`config.mk`:
```
export PLATFORM = sky130hd
export DESIGN_NAME = pipe_hazard_ctrl
export DESIGN_NICKNAME = d
export VERILOG_FILES = /design/src/rtl/pipe_hazard_ctrl.sv
export SDC_FILE = /design/constraint.sdc
export NUM_CORES = 1
export LEC_CHECK = 0
export BUFFER_PORTS_ARGS = -buffer_cell sky130_fd_sc_hd__buf_2
export CAP_MARGIN = 30
export CORE_UTILIZATION = 52
export CTS_CLUSTER_DIAMETER = 120
export DETAILED_ROUTE_END_ITERATION = 10
export GPL_ROUTABILITY_DRIVEN = 0
export PLACE_DENSITY = 0.86
export SLEW_MARGIN = 20
export SYNTH_ARGS = -nofsm -noshare
export SYNTH_HDL_FRONTEND = slang
export SYNTH_SLANG_ARGS = --single-unit
```
`constraint.sdc`:
```
create_clock -name clk -period 5.5 [get_ports clk]
set_input_delay 0.825 -clock clk [delete_from_list [all_inputs] [get_ports clk]]
set_output_delay 0.825 -clock clk [all_outputs]
set_load 0.05 [all_outputs]
```
`src/rtl/pipe_hazard_ctrl.sv`:
```
`default_nettype none
// ============================================================================
// Module   : pipe_hazard_ctrl
// Brief    : Pipeline write-enable / bubble controller with load-use, flush,
//            memory-stall and HALT-drain handling plus saturating debug counters.
// Revision : 1.0
// ============================================================================
module pipe_hazard_ctrl #(
    parameter int CNT_W     = 16,
    parameter int DRAIN_CYC = 3
) (
    input  logic             clk,
    input  logic             rst_n,
    input  logic [15:0]      IFID_Instr,
    input  logic             IFID_ReadsRs,
    input  logic             IFID_ReadsRt,
    input  logic [15:0]      IDEX_Instr,
    input  logic             IDEX_MemRead,
    input  logic [2:0]       IDEX_DstRegNum,
    input  logic             flush,
    input  logic             imem_stall,
    input  logic             dmem_stall,
    output logic             PC_WE,
    output logic             PC_Sel,
    output logic             IFID_WE,
    output logic             IDEX_WE,
    output logic             EXMEM_WE,
    output logic             MEMWB_WE,
    output logic             IFID_Bubble,
    output logic             IDEX_Bubble,
    output logic             halted,
    output logic [CNT_W-1:0] stall_cnt,
    output logic [CNT_W-1:0] flush_cnt
);

    typedef enum logic [1:0] {
        RUN    = 2'd0,
        DRAIN  = 2'd1,
        HALTED = 2'd2
    } state_t;

    localparam int                DCNT_W       = (DRAIN_CYC > 1) ? $clog2(DRAIN_CYC) : 1;
    localparam logic [DCNT_W-1:0] c_DRAIN_LOAD = DCNT_W'(DRAIN_CYC - 1);
    localparam logic [DCNT_W-1:0] c_ONE        = DCNT_W'(1);

    state_t             r_state;
    state_t             w_state_nxt;
    logic [DCNT_W-1:0]  r_drain_cnt;
    logic [DCNT_W-1:0]  w_drain_nxt;
    logic [CNT_W-1:0]   r_stall_cnt;
    logic [CNT_W-1:0]   r_flush_cnt;
    logic               w_stall_inc;
    logic               w_flush_inc;
    logic               w_is_halt;
    logic               w_load_use;
    logic [2:0]         w_rs;
    logic [2:0]         w_rt;
    logic               w_unused_bits;

    assign w_rs       = IFID_Instr[10:8];
    assign w_rt       = IFID_Instr[7:5];
    assign w_is_halt  = (IDEX_Instr[15:11] == 5'b00000);
    assign w_load_use = IDEX_MemRead &&
                        ((IFID_ReadsRs && (w_rs == IDEX_DstRegNum)) ||
                         (IFID_ReadsRt && (w_rt == IDEX_DstRegNum)));
    assign w_unused_bits = ^{IFID_Instr[15:11], IFID_Instr[4:0], IDEX_Instr[10:0]};

    always_ff @(posedge clk or negedge rst_n) begin
        if (!rst_n) begin
            r_state     <= RUN;
            r_drain_cnt <= '0;
        end else begin
            r_state     <= w_state_nxt;
            r_drain_cnt <= w_drain_nxt;
        end
    end

    always_comb begin
        w_state_nxt = r_state;
        w_drain_nxt = r_drain_cnt;
        w_stall_inc = 1'b0;
        w_flush_inc = 1'b0;
        PC_WE       = 1'b0;
        PC_Sel      = 1'b0;
        IFID_WE     = 1'b0;
        IDEX_WE     = 1'b0;
        EXMEM_WE    = 1'b0;
        MEMWB_WE    = 1'b0;
        IFID_Bubble = 1'b0;
        IDEX_Bubble = 1'b0;

        case (r_state)
            RUN: begin
                if (dmem_stall) begin
                    w_stall_inc = 1'b1;
                end else if (flush) begin
                    PC_WE       = 1'b1;
                    PC_Sel      = 1'b1;
                    IFID_WE     = 1'b1;
                    IDEX_WE     = 1'b1;
                    EXMEM_WE    = 1'b1;
                    MEMWB_WE    = 1'b1;
                    IFID_Bubble = 1'b1;
                    IDEX_Bubble = 1'b1;
                    w_flush_inc = 1'b1;
                end else if (w_is_halt) begin
                    IFID_WE     = 1'b1;
                    IDEX_WE     = 1'b1;
                    EXMEM_WE    = 1'b1;
                    MEMWB_WE    = 1'b1;
                    IFID_Bubble = 1'b1;
                    IDEX_Bubble = 1'b1;
                    // A one-cycle drain retires HALT on this very edge.
                    if (DRAIN_CYC <= 1) begin
                        w_state_nxt = HALTED;
                        w_drain_nxt = '0;
                    end else begin
                        w_state_nxt = DRAIN;
                        w_drain_nxt = c_DRAIN_LOAD;
                    end
                end else if (w_load_use) begin
                    IDEX_WE     = 1'b1;
                    IDEX_Bubble = 1'b1;
                    EXMEM_WE    = 1'b1;
                    MEMWB_WE    = 1'b1;
                    w_stall_inc = 1'b1;
                end else if (imem_stall) begin
                    IFID_WE     = 1'b1;
                    IFID_Bubble = 1'b1;
                    IDEX_WE     = 1'b1;
                    EXMEM_WE    = 1'b1;
                    MEMWB_WE    = 1'b1;
                    w_stall_inc = 1'b1;
                end else begin
                    PC_WE       = 1'b1;
                    IFID_WE     = 1'b1;
                    IDEX_WE     = 1'b1;
                    EXMEM_WE    = 1'b1;
                    MEMWB_WE    = 1'b1;
                end
            end

            DRAIN: begin
                IFID_WE     = 1'b1;
                IDEX_WE     = 1'b1;
                IFID_Bubble = 1'b1;
                IDEX_Bubble = 1'b1;
                EXMEM_WE    = !dmem_stall;
                MEMWB_WE    = !dmem_stall;
                // Leave when this non-stalled cycle takes the counter to zero,
                // so HALT retires exactly DRAIN_CYC unstalled cycles after EX.
                if (!dmem_stall) begin
                    if (r_drain_cnt <= c_ONE) begin
                        w_state_nxt = HALTED;
                        w_drain_nxt = '0;
                    end else begin
                        w_drain_nxt = r_drain_cnt - c_ONE;
                    end
                end
            end

            HALTED: begin
                w_state_nxt = HALTED;
            end

            default: begin
                w_state_nxt = RUN;
                w_drain_nxt = '0;
            end
        endcase
    end

    always_ff @(posedge clk or negedge rst_n) begin
        if (!rst_n) begin
            r_stall_cnt <= '0;
            r_flush_cnt <= '0;
        end else begin
            if (w_stall_inc && (r_stall_cnt != {CNT_W{1'b1}})) begin
                r_stall_cnt <= r_stall_cnt + 1'b1;
            end
            if (w_flush_inc && (r_flush_cnt != {CNT_W{1'b1}})) begin
                r_flush_cnt <= r_flush_cnt + 1'b1;
            end
        end
    end

    assign halted    = (r_state == HALTED);
    assign stall_cnt = r_stall_cnt;
    assign flush_cnt = r_flush_cnt;

    a_halted_sticky : assert property (@(posedge clk) disable iff (!rst_n)
        halted |=> halted);

    a_halted_frozen : assert property (@(posedge clk) disable iff (!rst_n)
        halted |-> !(PC_WE || IFID_WE || IDEX_WE || EXMEM_WE || MEMWB_WE));

endmodule
`default_nettype wire

```
==> run metrics <==
run status finished clean; Post-CTS Setup Inserts 0; library cell occupying the most area in the post-synthesis netlist sky130_fd_sc_hd__dfrtp_1; Max Clock Skew 0.00406 ns; class of the worst hold path reg -> reg; most frequent cell after synthesis sky130_fd_sc_hd__dfrtp_1; final layout net count 303; DR DRC count 0; CTS Buffer Depth 2; final-report max-slew violation count 0; internal power summed over all cells 0.563 mW; top cells by instance count after synthesis sky130_fd_sc_hd__dfrtp_1 (36), sky130_fd_sc_hd__nand2_1 (19), sky130_fd_sc_hd__xor2_1 (18); via-per-instance ratio 5.28; Fmax 340 MHz; number of fill cells in the layout 320; num ports 84; Die Span X 64.3 um; starting density of the core 54.8%; Leakage 1.26 nW; Yosys cell types 37; library cell used as clock root buffer sky130_fd_sc_hd__clkbuf_8; area share of the largest cell type after synthesis 44.6%; worst relative slew slack 46.5%; Iter 0 DRT Violations 55; max-cap violations 0; remaining global-route overflow 0; r2r setup slk 3.15 ns; logic depth of the worst register-to-register path 6; fin crit share 53.4%; total power draw 1.10 mW; endpoint class of the critical path output port; number of enable-type register cells in the synthesized netlist 0; Setup Slack @ Placement 2.58 ns; area of combinational cells with multiple inputs 1050 um^2; clock latency reported for the late side of the worst-skew pair 0.28 ns; number of nets produced by synthesis 239; most used flip-flop cell after synthesis sky130_fd_sc_hd__dfrtp_1; critical setup path kind in -> out; fraction of the yosys area taken by sequential cells 44.6%; worst hold path depth 1; pin count of the biggest net entering global routing 37; time the worst path needs with I/O delays and setup 2.94 ns; core area 3690 um^2; post-detail-place hpwl 2880 um; wire length of the first global-routing pass 6740 um; fraction of layout cells with a size suffix above 1 33.2%; post-route worst setup slack 2.56 ns; number of gates given a new drive strength after cts 0; area taken by flip-flops and latches 901 um^2; netlist area before placement 2020 um^2; Synthesis Warnings 0; Clk pin slew, worst setup/hold paths 0.07 ns; cell count after synthesis 191; IR Drop Worst-Case VDD 331 uV; Total Wirelength 3950 um; Hold WS 0.489 ns; required time reported for the critical path endpoint 4.68 ns; number of global-route vias before repair 1545; Setup TNS 0 ns; P per Cell Area 451 nW/um^2; syn avg cell area 10.6 um^2; category of the worst setup path launch point primary input; actual transition at the worst max-transition pin 0.800 ns; initial antenna violation count 0; part of the power in combinational logic 48.7%; hold path endpoint flush_cnt[9]$_DFFE_PN0P_; Total Die Area 4140 um^2; largest fanout of any net on the critical path 5; placement row count 22; Pre-antenna DRT Iters 4; switching share of power 49.1%; count of placed standard cells including taps 296; CTS tree done; Total Routing Usage GR 20.9%; final number of setup-violating endpoints 0; number of hold-repair buffers added at the cts stage 0; total of buffers placed on input and output ports 62; summed area of non-filler cells in the final layout 2450 um^2; synth top area cells sky130_fd_sc_hd__dfrtp_1 (45%), sky130_fd_sc_hd__xor2_1 (7.8%), sky130_fd_sc_hd__xnor2_1 (7.4%); signed area change from the synthesized netlist to the final layout 21.1%; DP Area 2360 um^2; FFs w/ async S/R, synth 100%; clock share of power 17.4%; sequential share of power 33.8%; Critical R2R Launch stall_cnt[1]$_DFFE_PN0P_; startpoint of the lowest-slack hold path flush_cnt[9]$_DFFE_PN0P_; Yosys reg bits 36; endpoint of the worst register-to-register path stall_cnt[1]$_DFFE_PN0P_; ANT nets after route 0; Hold Violations, Final 0; antenna diode count 0; via total after detailed routing 1605; TritonCTS buffer count 5; WL per Instance 13.0 um; Sink Count 36; Finished Layout Cells 304; setup repair after global routing missed its margin no; final core area utilization 66.3%; Vert. Die Dim 64.3 um; htree depth 2; switching power total 0.542 mW; worst path arrival time 2.11 ns
## routing by layer
layer	up-vias	routed length [um]	GRT usage, %
met3	7	147	4.82
li1	786	-	-
met4	0	40	6.39
met5	-	0	0
met2	36	1970	35.4
met1	776	1790	26.4
## worst max path at each step
stage | from | endpoint | slack (ns) | cells past startpoint
floorplan | IDEX_Instr[11] | IFID_Bubble | 1.88 | 5
global placement | IDEX_Instr[11] | IFID_Bubble | 2.57 | 7
detailed placement | IDEX_Instr[11] | stall_cnt[1]$_DFFE_PN0P_ | 2.58 | 7
CTS | IDEX_Instr[11] | IFID_Bubble | 2.57 | 7
global route | IDEX_DstRegNum[1] | PC_WE | 2.35 | 8
finish | IDEX_Instr[11] | IFID_Bubble | 2.56 | 7
## state kept, by name, indices dropped and copies added (netlist names)
register,cells
flush_cnt,16
stall_cnt,16
r_state,2
r_drain_cnt,2
## cell usage in the layout (no fill, tap or decap), types with 2 or more instances in the layout
master,n
sky130_fd_sc_hd__nor4b_1,3
sky130_fd_sc_hd__and3_1,5
sky130_fd_sc_hd__xor2_1,18
sky130_fd_sc_hd__mux2_2,3
sky130_fd_sc_hd__nor4_2,7
sky130_fd_sc_hd__nand3_1,12
sky130_fd_sc_hd__clkbuf_1,2
sky130_fd_sc_hd__mux2_1,2
sky130_fd_sc_hd__dfrtp_1,36
sky130_fd_sc_hd__o21ai_0,3
sky130_fd_sc_hd__nor2_1,16
sky130_fd_sc_hd__buf_2,62
sky130_fd_sc_hd__clkbuf_8,6
sky130_fd_sc_hd__nor3_1,6
sky130_fd_sc_hd__a21oi_1,3
sky130_fd_sc_hd__nand4_1,6
sky130_fd_sc_hd__nand2_1,19
sky130_fd_sc_hd__inv_1,9
sky130_fd_sc_hd__ha_1,5
sky130_fd_sc_hd__xnor2_1,17
## layout make-up
class	count	area share [%]
timing repair buffer	62	12.7
tap	48	2.46
inverter	9	1.38
multi-input combinational	141	43.0
sequential	36	36.8
clock buffer	8	3.68
## worst max-delay path: stages
cell                      delay (ns)
sky130_fd_sc_hd__buf_2          0.10
sky130_fd_sc_hd__nor4_2         0.30
sky130_fd_sc_hd__a21o_1         0.25
sky130_fd_sc_hd__nor2_1         0.06
sky130_fd_sc_hd__a21oi_1        0.18
sky130_fd_sc_hd__o31a_1         0.14
sky130_fd_sc_hd__buf_2          0.25
## cells by family after synthesis
| family | after synthesis | synth area share, % |
|---|---|---|
| simple gates | 81 | 23.9 |
| flops | 36 | 44.6 |
| xor+xnor | 35 | 15.2 |
| compound gates | 15 | 7.06 |
| buf+inv | 14 | 3.40 |
| mux | 5 | 2.79 |
| fa+ha+maj | 5 | 3.10 |
## power by group through the flow
stage               Clock [mW]  Sequential, mW  Combinational, mW
floorplan                    0           0.491              0.311
global placement             0           0.373              0.524
detailed placement           0           0.378              0.539
CTS                      0.196           0.373              0.541
global route             0.206           0.380              0.578
finish                   0.192           0.374              0.538
No activity file was read; power rests on OpenSTA's default activity.
